--- config.mk ---
export PLATFORM = sky130hd
export DESIGN_NAME = aes_encrypt_driver
export DESIGN_NICKNAME = d
export VERILOG_FILES = /design/src/rtl/aes_encrypt_driver.sv
export SDC_FILE = /design/constraint.sdc
export NUM_CORES = 1
export LEC_CHECK = 0
export CAP_MARGIN = 30
export CORE_ASPECT_RATIO = 1.1
export CORE_MARGIN = 2
export CORE_UTILIZATION = 53
export DETAILED_ROUTE_END_ITERATION = 8
export HOLD_SLACK_MARGIN = 0.05
export PLACE_DENSITY_LB_ADDON = 0.3
export SYNTH_ARGS = -nofsm -noshare
export SYNTH_HDL_FRONTEND = slang
export SYNTH_SLANG_ARGS = --single-unit
--- constraint.sdc ---
create_clock -name clk -period 5.5 [get_ports clk]
set_input_delay 0.825 -clock clk [delete_from_list [all_inputs] [get_ports clk]]
set_output_delay 0.825 -clock clk [all_outputs]
set_load 0.01 [all_outputs]
--- src/rtl/aes_encrypt_driver.sv ---
// aes_encrypt_driver: host-side initiator for the byte-serial AES encryption
// core. Takes a 128-bit key/plaintext on a valid/ready port, streams both
// into the core one byte per cycle, waits for the core's ready, collects the
// 16 ciphertext bytes and offers the 128-bit result on a valid/ready port.
// Optional macro AES_DRV_TIMEOUT_EN bounds the WAIT state by TIMEOUT_CYCLES
// and reports an expired block on err.
module aes_encrypt_driver #(
  parameter int unsigned GAP_CYCLES     = 2,
  parameter int unsigned TIMEOUT_CYCLES = 255
) (
  input  logic         clk,
  input  logic         rst_n,
  input  logic         in_valid,
  output logic         in_ready,
  input  logic [127:0] in_key,
  input  logic [127:0] in_text,
  output logic         out_valid,
  input  logic         out_ready,
  output logic [127:0] out_data,
  output logic         busy,
  output logic         err,
  output logic         core_enable,
  output logic [7:0]   core_key_byte,
  output logic [7:0]   core_state_byte,
  input  logic         core_load,
  input  logic         core_ready,
  input  logic [7:0]   core_state_out_byte
);

  typedef enum logic [2:0] {
    ST_IDLE,
    ST_LOAD,
    ST_WAIT,
    ST_DRAIN,
    ST_HOLD,
    ST_GAP
  } state_t;

  // Byte 15 is on the bus while cnt is 16; the core captures it on that edge.
  localparam logic [4:0] LOAD_LAST  = 5'd16;
  localparam logic [4:0] DRAIN_LAST = 5'd15;
  localparam logic [4:0] GAP_LAST   = 5'(GAP_CYCLES - 1);

  if (GAP_CYCLES < 2 || GAP_CYCLES > 15) begin : g_bad_gap
    $error("aes_encrypt_driver: GAP_CYCLES must be in 2..15");
  end
  if (TIMEOUT_CYCLES < 1) begin : g_bad_timeout
    $error("aes_encrypt_driver: TIMEOUT_CYCLES must be at least 1");
  end

  state_t         r_state;
  state_t         w_state_next;
  logic [4:0]     r_cnt;
  logic           r_armed;
  logic           r_enable;
  logic           r_out_valid;
  logic           r_busy;
  logic [127:0]   r_key_sr;
  logic [127:0]   r_text_sr;
  logic [127:0]   r_out_data;

  logic           w_accept;
  logic           w_store;
  logic           w_drain_done;
  logic           w_out_hs;
  logic           w_timeout;
  logic           w_start_drain;

  // Stale ready from the previous block is only trusted after one low sample.
  assign w_start_drain = (r_state == ST_WAIT) && r_armed && core_ready;

`ifdef AES_DRV_TIMEOUT_EN
  localparam int TO_W = ($clog2(TIMEOUT_CYCLES + 1) > 8) ? $clog2(TIMEOUT_CYCLES + 1) : 8;
  localparam logic [TO_W-1:0] TO_LAST = TO_W'(TIMEOUT_CYCLES - 1);

  logic [TO_W-1:0] r_to_cnt;
  logic            r_err;

  assign w_timeout = (r_state == ST_WAIT) && !w_start_drain && (r_to_cnt == TO_LAST);

  // WAIT-state watchdog and the one-cycle err pulse it produces.
  always_ff @(posedge clk or negedge rst_n) begin
    if (!rst_n) begin
      r_to_cnt <= '0;
      r_err    <= 1'b0;
    end else begin
      r_to_cnt <= (r_state == ST_WAIT) ? r_to_cnt + 1'b1 : '0;
      r_err    <= w_timeout;
    end
  end

  assign err = r_err;
`else
  assign w_timeout = 1'b0;
  assign err       = 1'b0;
`endif

  // State register; reset lands in GAP so the core sees enable low first.
  always_ff @(posedge clk or negedge rst_n) begin
    if (!rst_n) begin
      r_state <= ST_GAP;
    end else begin
      r_state <= w_state_next;
    end
  end

  // Next-state decode and single-cycle datapath strobes.
  always_comb begin
    // NOTE: every always_comb output gets a default first so no path leaves
    // it unassigned, which would otherwise infer a latch.
    w_state_next = r_state;
    w_accept     = 1'b0;
    w_store      = 1'b0;
    w_drain_done = 1'b0;
    w_out_hs     = 1'b0;
    case (r_state)
      ST_IDLE: begin
        if (in_valid) begin
          w_accept     = 1'b1;
          w_state_next = ST_LOAD;
        end
      end
      ST_LOAD: begin
        if (r_cnt == LOAD_LAST) w_state_next = ST_WAIT;
      end
      ST_WAIT: begin
        if (w_start_drain) w_state_next = ST_DRAIN;
        else if (w_timeout) w_state_next = ST_GAP;
      end
      ST_DRAIN: begin
        w_store = 1'b1;
        if (r_cnt == DRAIN_LAST) begin
          w_drain_done = 1'b1;
          w_state_next = ST_HOLD;
        end
      end
      ST_HOLD: begin
        if (out_ready) begin
          w_out_hs     = 1'b1;
          w_state_next = ST_GAP;
        end
      end
      ST_GAP: begin
        if (r_cnt == GAP_LAST) w_state_next = ST_IDLE;
      end
      default: w_state_next = ST_GAP;
    endcase
  end

  // Datapath: shared counter, byte shifters, enable, result and flags.
  always_ff @(posedge clk or negedge rst_n) begin
    // NOTE: state is written with <= only, so every register in this block
    // sees the pre-edge values of its neighbours regardless of statement order.
    if (!rst_n) begin
      r_cnt       <= '0;
      r_armed     <= 1'b0;
      r_enable    <= 1'b0;
      r_out_valid <= 1'b0;
      r_busy      <= 1'b0;
      r_key_sr    <= '0;
      r_text_sr   <= '0;
      r_out_data  <= '0;
    end else begin
      // The counter restarts from 0 on every state change.
      r_cnt <= (w_state_next != r_state) ? 5'd0 : r_cnt + 5'd1;

      if (r_state != ST_WAIT) r_armed <= 1'b0;
      else if (!core_ready)   r_armed <= 1'b1;

      if (w_accept)                       r_enable <= 1'b1;
      else if (w_drain_done || w_timeout) r_enable <= 1'b0;

      // Byte 0 is shown for two cycles, then one new byte per edge.
      if (w_accept) begin
        r_key_sr  <= in_key;
        r_text_sr <= in_text;
      end else if (r_state == ST_LOAD && r_cnt >= 5'd1 && r_cnt <= 5'd15) begin
        r_key_sr  <= {r_key_sr[119:0], 8'h00};
        r_text_sr <= {r_text_sr[119:0], 8'h00};
      end

      // After 16 shifts the first received byte sits in [127:120].
      if (w_store) r_out_data <= {r_out_data[119:0], core_state_out_byte};

      if (w_drain_done)  r_out_valid <= 1'b1;
      else if (w_out_hs) r_out_valid <= 1'b0;

      if (w_accept)                      r_busy <= 1'b1;
      else if (w_state_next == ST_IDLE)  r_busy <= 1'b0;
    end
  end

  assign in_ready        = (r_state == ST_IDLE);
  assign out_valid       = r_out_valid;
  assign out_data        = r_out_data;
  assign busy            = r_busy;
  assign core_enable     = r_enable;
  assign core_key_byte   = r_key_sr[127:120];
  assign core_state_byte = r_text_sr[127:120];

  // The core only raises load while it is capturing our bytes.
  a_load_in_load : assert property (@(posedge clk) disable iff (!rst_n)
    core_load |-> (r_state == ST_LOAD));

endmodule

==> results.json, run 1 <==
{
  "htree_levels": 2,
  "synth_most_common_cell": "dfrtp_1",
  "vias_per_cell": 5.78,
  "yosys_register_bits": 396,
  "postCtsResizedCells": 0,
  "cts_sinks": 396,
  "die-area_mm2": 0.0329,
  "grt_use_total_pct": 25.8,
  "status": "finished clean",
  "crit_fanout": 89,
  "syn_inst": 1252,
  "synthToLayoutAreaGrowth_pct": 33.2,
  "row_count": 68,
  "die_h_um": 190,
  "antenna_found_initial": 12,
  "syn-num-nets": 1526,
  "finalCritPeriodShare_pct": 65.1,
  "place.gp.congestion": 0.867,
  "vdd_drop_max_mv": 0.383,
  "die_w_um": 173,
  "worstSetupStartpointType": "register",
  "overflow": 0,
  "hold_path_class": "in -> async",
  "synthArstFlopShare_pct": 100,
  "yosysUniqueCellTypes": 39,
  "drt-initial-drc-count": 957,
  "port_buffers": 416,
  "clock_path_buffers": 3,
  "pre_cts_slack_ns": 1.97,
  "placeableCoreArea_mm2": 0.0312,
  "cts.clk_slew.worst_paths_ns": 0.06,
  "clk_latency_ns": 0.53,
  "cts_root_buf": "clkbuf_16",
  "power_density_mw_per_mm2": 572,
  "synthDominantCellAreaShare_pct": 59.1,
  "yosysTopAreaCell": "dfrtp_1",
  "ctsHoldBuffers": 0,
  "yosysWarnings": 0,
  "setup_ws_ns": 1.92,
  "hpwl_um": 28600,
  "finalWirelength_um": 43400,
  "setup_viol": 0,
  "grt_first_pass_wirelength_um": 67500,
  "synth_edf_count": 0,
  "drive_above_1_share_pct": 13.2,
  "skew_ns": 0.0131,
  "finalHoldViolations": 0,
  "setup_tns_ns": 0,
  "synthTopCellsByCount": "dfrtp_1 (394), and2_1 (234), a221o_1 (233), mux2_2 (128)",
  "fin_crit_ns": 3.58,
  "start_util_pct": 53.4,
  "syn_area_per_cell_um2": 13.3,
  "worst_slew_pin_slew_ns": 1.02,
  "ios": 419,
  "grt_pass1_vias": 11987,
  "wl_per_cell_um": 21.0,
  "drc": 0,
  "cts_buffers": 41,
  "crit_path_end_kind": "register",
  "critPathMaxStageDelay_ns": 0.85,
  "yosysSeqAreaShare_pct": 59.4,
  "leakagePower_nw": 9.72,
  "nNetsFinal": 1879,
  "yosys-top-cells-area": "dfrtp_1 (59%), a221o_1 (14%), and2_1 (8.8%), mux2_2 (8.6%), buf_4 (1.9%)",
  "fillers": 2201,
  "num_vias": 11952,
  "path_class": "reg -> reg",
  "grt_max_degree": 259,
  "seq_power_share_pct": 38.9,
  "power_frac_comb_pct": 39.2,
  "place_inst": 1981,
  "syn_area_mm2": 0.0167,
  "worstPathArrival_ns": 4.04,
  "p_int_mw": 8.51,
  "slew_violations": 0,
  "clkPwrFrac_pct": 21.8,
  "ys.flop_type": "dfrtp_1",
  "first_pass_iters": 5,
  "rsz0062_at_grt": "no",
  "cap_violations": 0,
  "p_switching_mw": 4.20,
  "p_sw_share_pct": 33.1,
  "cts_tree": "done",
  "cts_setup_buffers": 0,
  "stdcell_count": 2068,
  "path_cells": "ha_1, and3_1, ha_1, nor2b_1, a311oi_4, a21oi_4, buf_4, buf_4, a221o_1",
  "crit_slowest_cell": "buf_4",
  "ant_nets": 0,
  "max_freq_mhz": 279,
  "relSlewSlack_pct": 32.1,
  "critPathRequiredTime_ns": 5.96
}
## kinds of logic (layout without fill, tap and decap cells)
kind of cell	after synthesis	after routing	synth area share, %
compound gates	276	276	15.7
simple gates	317	317	11.0
other cells	1	12	0.0225
flops	396	396	59.4
buf+inv	127	512	4.73
fa+ha+maj	4	4	0.300
xor+xnor	2	2	0.105
mux	129	129	8.70
## final cells by class
cell class	count	area, µm²	area share, %
clock buffer	64	1270	5.74
timing repair buffer	429	4360	19.6
inverter	8	30.0	0.135
tap	420	526	2.37
clock inverter	11	92.6	0.417
multi-input combinational	729	6000	27.0
sequential	396	9910	44.6
antenna	11	27.5	0.124
## worst paths after layout
path	endpoint	slack [ns]	depth (start not counted)	start
worst max-delay path	r_text_sr[115]$_DFFE_PN0P_	1.92	9	r_cnt[0]$_DFF_PN0_
worst min-delay path	r_text_sr[75]$_DFFE_PN0P_	0.30	1	rst_n
worst max register to register	r_text_sr[115]$_DFFE_PN0P_	1.92	9	r_cnt[0]$_DFF_PN0_
worst min register to register	r_key_sr[27]$_DFFE_PN0P_	0.51	1	r_key_sr[19]$_DFFE_PN0P_
max in group asynchronous	r_text_sr[53]$_DFFE_PN0P_	4.06	2	rst_n
min in group clk	r_key_sr[27]$_DFFE_PN0P_	0.51	1	r_key_sr[19]$_DFFE_PN0P_
## worst max-delay path, delay by kind of cell (launching register included)
kind,cells,cell delay (ns)
fa+ha+maj,2,0.51
flops,1,0.43
compound gates,3,0.62
simple gates,2,0.42
buf+inv,2,1.46
## cells in the final DEF, fill, tap and decap left out, types with 9 or more instances in the layout
| master | n |
|---|---|
| dfrtp_1 | 394 |
| o21ai_0 | 15 |
| clkbuf_8 | 12 |
| a221o_1 | 233 |
| clkbuf_1 | 9 |
| diode_2 | 11 |
| and2_1 | 233 |
| nand3_1 | 10 |
| clkdlybuf4s50_1 | 415 |
| nand2_1 | 50 |
| mux2_2 | 128 |
| clkbuf_16 | 43 |
## per-stage QoR
step           total power [mW]  instance area [µm²]  utilization (%)  hold WS (ns)
2_1_floorplan              8.11                16700                -         0.478
3_3_place_gp               9.73                20800             66.5         0.487
3_5_place_dp               9.94                20800             66.6         0.493
4_1_cts                    12.8                22200             71.0         0.317
5_1_grt                    13.4                22200             71.2         0.343
6_report                   12.7                22200             71.2         0.299
## power groups by stage
stage | clock network (mW) | logic [mW] | registers [mW]
2_1_floorplan | 0 | 3.19 | 4.92
3_3_place_gp | 0 | 4.82 | 4.91
3_5_place_dp | 0 | 4.98 | 4.96
4_1_cts | 2.83 | 5.02 | 4.94
5_1_grt | 2.94 | 5.35 | 5.08
6_report | 2.78 | 4.99 | 4.95
## flip-flops by register name, indices dropped and copies added, names as in the netlist
signal       count
out_valid        1
r_state          3
busy             1
core_enable      1
r_key_sr       128
r_text_sr      128
r_cnt            5
r_armed          1
out_data       128
## metal layers
| layer | up-vias | track usage, % | routed length [µm] |
|---|---|---|---|
| met2 | 447 | 42.2 | 21200 |
| met1 | 6041 | 34.5 | 18100 |
| met5 | - | 0 | 13 |
| met4 | 2 | 10.3 | 1660 |
| li1 | 5365 | - | - |
| met3 | 97 | 4.54 | 2440 |
No activity file was read; power rests on OpenSTA's default activity.
==> run 2: changes to the inputs <==
--- a/config.mk
+++ b/config.mk
@@ -8,7 +8,7 @@
 export CAP_MARGIN = 30
 export CORE_ASPECT_RATIO = 1.1
 export CORE_MARGIN = 2
-export CORE_UTILIZATION = 53
+export CORE_UTILIZATION = 45
 export DETAILED_ROUTE_END_ITERATION = 8
 export HOLD_SLACK_MARGIN = 0.05
 export PLACE_DENSITY_LB_ADDON = 0.3
==> constraint.sdc (replaced) <==
create_clock -name clk -period 2.95 [get_ports clk]
set_input_delay 0.4425 -clock clk [delete_from_list [all_inputs] [get_ports clk]]
set_output_delay 0.4425 -clock clk [all_outputs]
set_load 0.01 [all_outputs]
==> results.json, run 2 (synthesis gave the netlist of run 1 again) <==
{
  "status": "finished clean",
  "die-area_mm2": 0.0386,
  "num_vias": 11797,
  "r2r_cells": 8,
  "vias_per_cell": 5.52,
  "overflow": 0,
  "clk_latency_ns": 0.55,
  "vdd_drop_max_mv": 0.617,
  "wl_per_cell_um": 20.7,
  "antenna_found_initial": 6,
  "crit_path_end_kind": "register",
  "crit_fanout": 158,
  "grt_first_pass_wirelength_um": 68500,
  "mostFrequentLayoutCells": "clkdlybuf4s50_1 (415), dfrtp_1 (394), and2_1 (233), a221o_1 (233), mux2_2 (128)",
  "max_freq_mhz": 348,
  "setup_tns_ns": 0,
  "cts_root_buf": "clkbuf_16",
  "hold_path_class": "in -> reg",
  "port_buffers": 416,
  "path_class": "reg -> reg",
  "finalHoldViolations": 0,
  "cts_tree": "done",
  "fin_crit_ns": 2.87,
  "relSlewSlack_pct": 43.1,
  "leakagePower_nw": 9.81,
  "postCtsResizedCells": 0,
  "htree_levels": 2,
  "worstPathArrival_ns": 3.29,
  "cts.clk_slew.worst_paths_ns": 0.06,
  "clock_path_buffers": 3,
  "grt_pass1_vias": 12020,
  "whs_ns": 0.443,
  "placeableCoreArea_mm2": 0.0364,
  "ant_nets": 0,
  "synthToLayoutAreaGrowth_pct": 34.9,
  "die_h_um": 206,
  "cap_violations": 0,
  "final_common_cell": "clkdlybuf4s50_1",
  "critPathRequiredTime_ns": 3.37,
  "worstSetupStartpointType": "register",
  "cts_sinks": 396,
  "ios": 419,
  "place.gp.congestion": 0.833,
  "row_count": 73,
  "die_w_um": 188,
  "r2r_start": "r_cnt[0]$_DFF_PN0_",
  "grt_max_degree": 175,
  "r2r-end": "r_text_sr[18]$_DFFE_PN0P_",
  "finalWirelength_um": 44300,
  "drt-initial-drc-count": 1033,
  "drive_above_1_share_pct": 13.7,
  "hp-start": "in_text[2]",
  "first_pass_iters": 6,
  "drc": 0,
  "slew_violations": 0,
  "min_to": "r_text_sr[2]$_DFFE_PN0P_",
  "power_mw": 24.1,
  "reg2reg_slack_ns": 0.08,
  "finalCritPeriodShare_pct": 97.4,
  "cts_buffers": 41,
  "worst_slew_pin_slew_ns": 0.854,
  "cts_setup_buffers": 0,
  "hpwl_um": 30100,
  "setup_viol": 0,
  "power_density_mw_per_mm2": 1070,
  "hold_depth": 3,
  "nNetsFinal": 1893,
  "grt_use_total_pct": 22.5,
  "start_util_pct": 45.9,
  "fillers": 2874,
  "rsz0062_at_grt": "no",
  "skew_ns": 0.0190
}
==> run 2: cell types whose count changed in the layout (fill, tap and decap cells not counted), moves of 4 or more <==
cell | previous run | this run
buf_12 | 5 | 13
buf_4 | 6 | 13
bufinv_16 | 1 | 6
clkbuf_8 | 12 | 7
diode_2 | 11 | 7
==> run 2: layer usage <==
metal,up-vias,routed length (µm),global-route usage (%)
li1,5386,-,-
met1,5967,18600,30.2
met2,377,22000,37.2
met3,67,2350,3.74
met4,0,1310,8.24
met5,-,0,0
==> run 2: power breakdown <==
group          total (mW)  internal (mW)  switching (mW)
clock network        5.36           3.25            2.11
registers            9.20           7.66            1.54
logic                9.56           5.32            4.24
==> run 2: worst max-delay path by stage <==
stage / from / slack [ns] / cells after the start / endpoint
6_report: r_cnt[0]$_DFF_PN0_ / 0.08 / 8 / r_text_sr[18]$_DFFE_PN0P_
2_1_floorplan: r_cnt[0]$_DFF_PN0_ / 0.56 / 10 / r_key_sr[120]$_DFFE_PN0P_
3_5_place_dp: r_cnt[0]$_DFF_PN0_ / 0.26 / 8 / r_text_sr[71]$_DFFE_PN0P_
3_3_place_gp: r_cnt[0]$_DFF_PN0_ / 0.34 / 8 / r_text_sr[91]$_DFFE_PN0P_
5_1_grt: r_cnt[0]$_DFF_PN0_ / 0.05 / 8 / r_text_sr[52]$_DFFE_PN0P_
4_1_cts: r_cnt[0]$_DFF_PN0_ / 0.20 / 8 / r_text_sr[81]$_DFFE_PN0P_
==> run 2: critical path: stages (launching register included) <==
cell      delay (ns)
dfrtp_1         0.42
ha_1            0.21
and3_1          0.18
ha_1            0.27
inv_1           0.12
a311oi_4        0.47
a21oi_4         0.14
buf_12          0.23
a221o_1         0.46
==> run 2: through the flow <==
stage,area [µm²],setup WS [ns],instances,util [%]
finish,22500,0.0761,2139,61.9
global route,22500,0.0456,2138,61.9
CTS,22500,0.201,2132,61.8
detailed placement,21100,0.255,2062,58.0
global placement,21100,0.337,2062,58.0
floorplan,16700,0.557,1252,-
==> run 2: timing repair <==
action	in CTS	in global routing
setup endpoints to repair	0	0
hold buffers	1	0
endpoints found under the hold margin	76	0
==> run 2: layout make-up <==
type,count,area [µm²],area share [%]
well taps,487,609,2.71
multi-input cells,729,6000,26.7
clock buffers,54,1140,5.09
flip-flops and latches,396,9910,44.1
repair buffers,443,4540,20.2
clock inverters,15,241,1.07
diodes,7,17.5,0.0779
inverters,8,30.0,0.134
==> run 3: changes to the inputs <==
--- a/config.mk
+++ b/config.mk
@@ -7,8 +7,7 @@
 export LEC_CHECK = 0
 export CAP_MARGIN = 30
 export CORE_ASPECT_RATIO = 1.1
-export CORE_MARGIN = 2
-export CORE_UTILIZATION = 45
+export CORE_UTILIZATION = 49
 export DETAILED_ROUTE_END_ITERATION = 8
 export HOLD_SLACK_MARGIN = 0.05
 export PLACE_DENSITY_LB_ADDON = 0.3
==> constraint.sdc (replaced) <==
create_clock -name clk -period 2.83 [get_ports clk]
set_input_delay 0.4245 -clock clk [delete_from_list [all_inputs] [get_ports clk]]
set_output_delay 0.4245 -clock clk [all_outputs]
set_load 0.01 [all_outputs]
==> results.json, run 3 (synthesis gave the netlist of run 1 again) <==
{
  "status": "finished clean",
  "stdcell_area_mm2": 0.0225,
  "cp_common_cell": "ha_1",
  "cap_violations": 0,
  "die-area_mm2": 0.0348,
  "crit_fanout": 117,
  "hpwl_um": 29400,
  "grt_max_degree": 130,
  "use_met1_pct": 32.3,
  "final_common_cell": "clkdlybuf4s50_1",
  "max_freq_mhz": 373,
  "seq_power_share_pct": 38.1,
  "overflow": 0,
  "crit_slowest_cell": "dfrtp_1",
  "grt_use_total_pct": 24.8,
  "critPathMaxStageDelay_ns": 0.43,
  "place_area_mm2": 0.0210,
  "placeableCoreArea_mm2": 0.0334,
  "cts_sinks": 396,
  "slew_violations": 0,
  "port_buffers": 416,
  "setup_viol": 0,
  "ant_nets": 0,
  "hold_path_class": "in -> reg",
  "vdd_drop_max_mv": 0.837,
  "rsz0062_at_grt": "no",
  "fin_crit_ns": 2.68,
  "start_util_pct": 50.0,
  "synthToLayoutAreaGrowth_pct": 34.8,
  "antenna_found_initial": 18,
  "p_int_mw": 17.0,
  "wl_per_cell_um": 20.8,
  "skew_ns": 0.0219,
  "crit_path_end_kind": "register",
  "setup_tns_ns": 0,
  "fillers": 2411,
  "use_met2_pct": 39.4,
  "clk_latency_ns": 0.55,
  "finalHoldViolations": 0,
  "nNetsFinal": 1898,
  "grt_pass1_vias": 11963,
  "num_vias": 11853,
  "relSlewSlack_pct": 52.6,
  "critPathRequiredTime_ns": 3.30,
  "drive_above_1_share_pct": 14.1,
  "worstSetupStartpointType": "register",
  "grt_first_pass_wirelength_um": 66600,
  "grtUsageMet3_pct": 4.96,
  "vias_per_cell": 5.64,
  "drt-initial-drc-count": 937,
  "mostFrequentLayoutCells": "clkdlybuf4s50_1 (415), dfrtp_1 (394), and2_1 (233), a221o_1 (233), mux2_2 (128)",
  "p_switching_mw": 8.22,
  "cts_root_buf": "clkbuf_16",
  "power_frac_comb_pct": 39.7,
  "ios": 419,
  "drc": 0,
  "leakagePower_nw": 9.85,
  "path_cells": "ha_1, and3_1, ha_1, nor2b_1, a311oi_4, buf_4, a21oi_4, buf_12, a221o_1",
  "die_w_um": 178,
  "worst_slew_pin_slew_ns": 0.701,
  "regArea_mm2": 0.00991,
  "worstPathArrival_ns": 3.15,
  "path_class": "reg -> reg",
  "clock_path_buffers": 3,
  "power_density_mw_per_mm2": 1120,
  "finalWirelength_um": 43700,
  "postCtsResizedCells": 0,
  "finalCritPeriodShare_pct": 94.7,
  "cts_buffers": 42,
  "place.gp.congestion": 0.825,
  "row_count": 70,
  "die_h_um": 195,
  "multi_input_area_mm2": 0.00601,
  "place_inst": 2006,
  "stdcell_count": 2100,
  "first_pass_iters": 5,
  "busiest_layer": "met2",
  "p_sw_share_pct": 32.6,
  "htree_levels": 2,
  "cts.clk_slew.worst_paths_ns": 0.06,
  "clkPwrFrac_pct": 22.2,
  "cts_tree": "done"
}
-- run 3: changes by cell type in the layout (fill, tap and decap cells not counted) --
cell        change
clkbuf_16       +2
clkinv_2        +2
buf_12          -1
inv_6           -1
clkbuf_8        +3
buf_4           +4
and2_2          +1
diode_2        +10
bufinv_16       -2
clkinvlp_4      -2
-- run 3: per-layer routing --
layer / part of all wire, % / up-vias
met5: 0.018 / -
met4: 3.3 / 2
met3: 6.1 / 84
met2: 49 / 403
met1: 41 / 5961
li1: - / 5403
-- run 3: layout make-up --
type                    instances  area share, %
repair buffers                446           20.2
inverters                       8          0.134
well taps                     432           2.40
clock inverters                12          0.746
multi-input cells             730           26.7
clock buffers                  59           5.50
diodes                         17          0.189
flip-flops and latches        396           44.1
-- run 3: power groups by stage --
stage / Combinational, mW / Sequential [mW] / Clock [mW]
2_1_floorplan: 6.20 / 9.57 / 0
3_3_place_gp: 9.70 / 9.52 / 0
3_5_place_dp: 9.97 / 9.61 / 0
4_1_cts: 10.0 / 9.57 / 5.69
5_1_grt: 10.7 / 9.85 / 5.91
6_report: 10.0 / 9.58 / 5.59
-- run 3: worst paths after layout --
path	slack, ns	cells past startpoint	from	to
setup / recovery	0.15	9	r_cnt[0]$_DFF_PN0_	r_text_sr[23]$_DFFE_PN0P_
max in group asynchronous	1.48	3	rst_n	out_data[80]$_DFFE_PN0P_
hold reg to reg	0.50	1	r_text_sr[26]$_DFFE_PN0P_	r_text_sr[34]$_DFFE_PN0P_
min in group asynchronous	0.45	2	rst_n	r_text_sr[80]$_DFFE_PN0P_
setup reg to reg	0.15	9	r_cnt[0]$_DFF_PN0_	r_text_sr[23]$_DFFE_PN0P_
hold / removal	0.43	3	in_key[3]	r_key_sr[3]$_DFFE_PN0P_
-- run 3: metrics by stage --
| stage | hold WS, ns | setup WS [ns] | power [mW] | utilization [%] |
|---|---|---|---|---|
| floorplan | 0.129 | 0.437 | 15.8 | - |
| global placement | 0.465 | 0.226 | 19.2 | 62.9 |
| detailed placement | 0.467 | 0.127 | 19.6 | 62.9 |
| CTS | 0.406 | 0.110 | 25.3 | 67.1 |
| global route | 0.446 | 0.0271 | 26.5 | 67.4 |
| finish | 0.430 | 0.149 | 25.2 | 67.4 |
-- run 3: repair_timing --
action | 4_1_cts | 5_1_grt
endpoints found under the hold margin | 70 | 0
buffers inserted | 0 | 4
setup endpoints to repair | 0 | 119
hold buffers | 1 | 0
-- run 3: critical path: cells and delay by family, from the launching register on --
kind,cells,cell delay (ns)
buffers and inverters,2,0.59
AOI/OAI and AO/OA,3,0.53
adders and majority gates,2,0.50
DFF,1,0.43
and+or+nand+nor,2,0.42
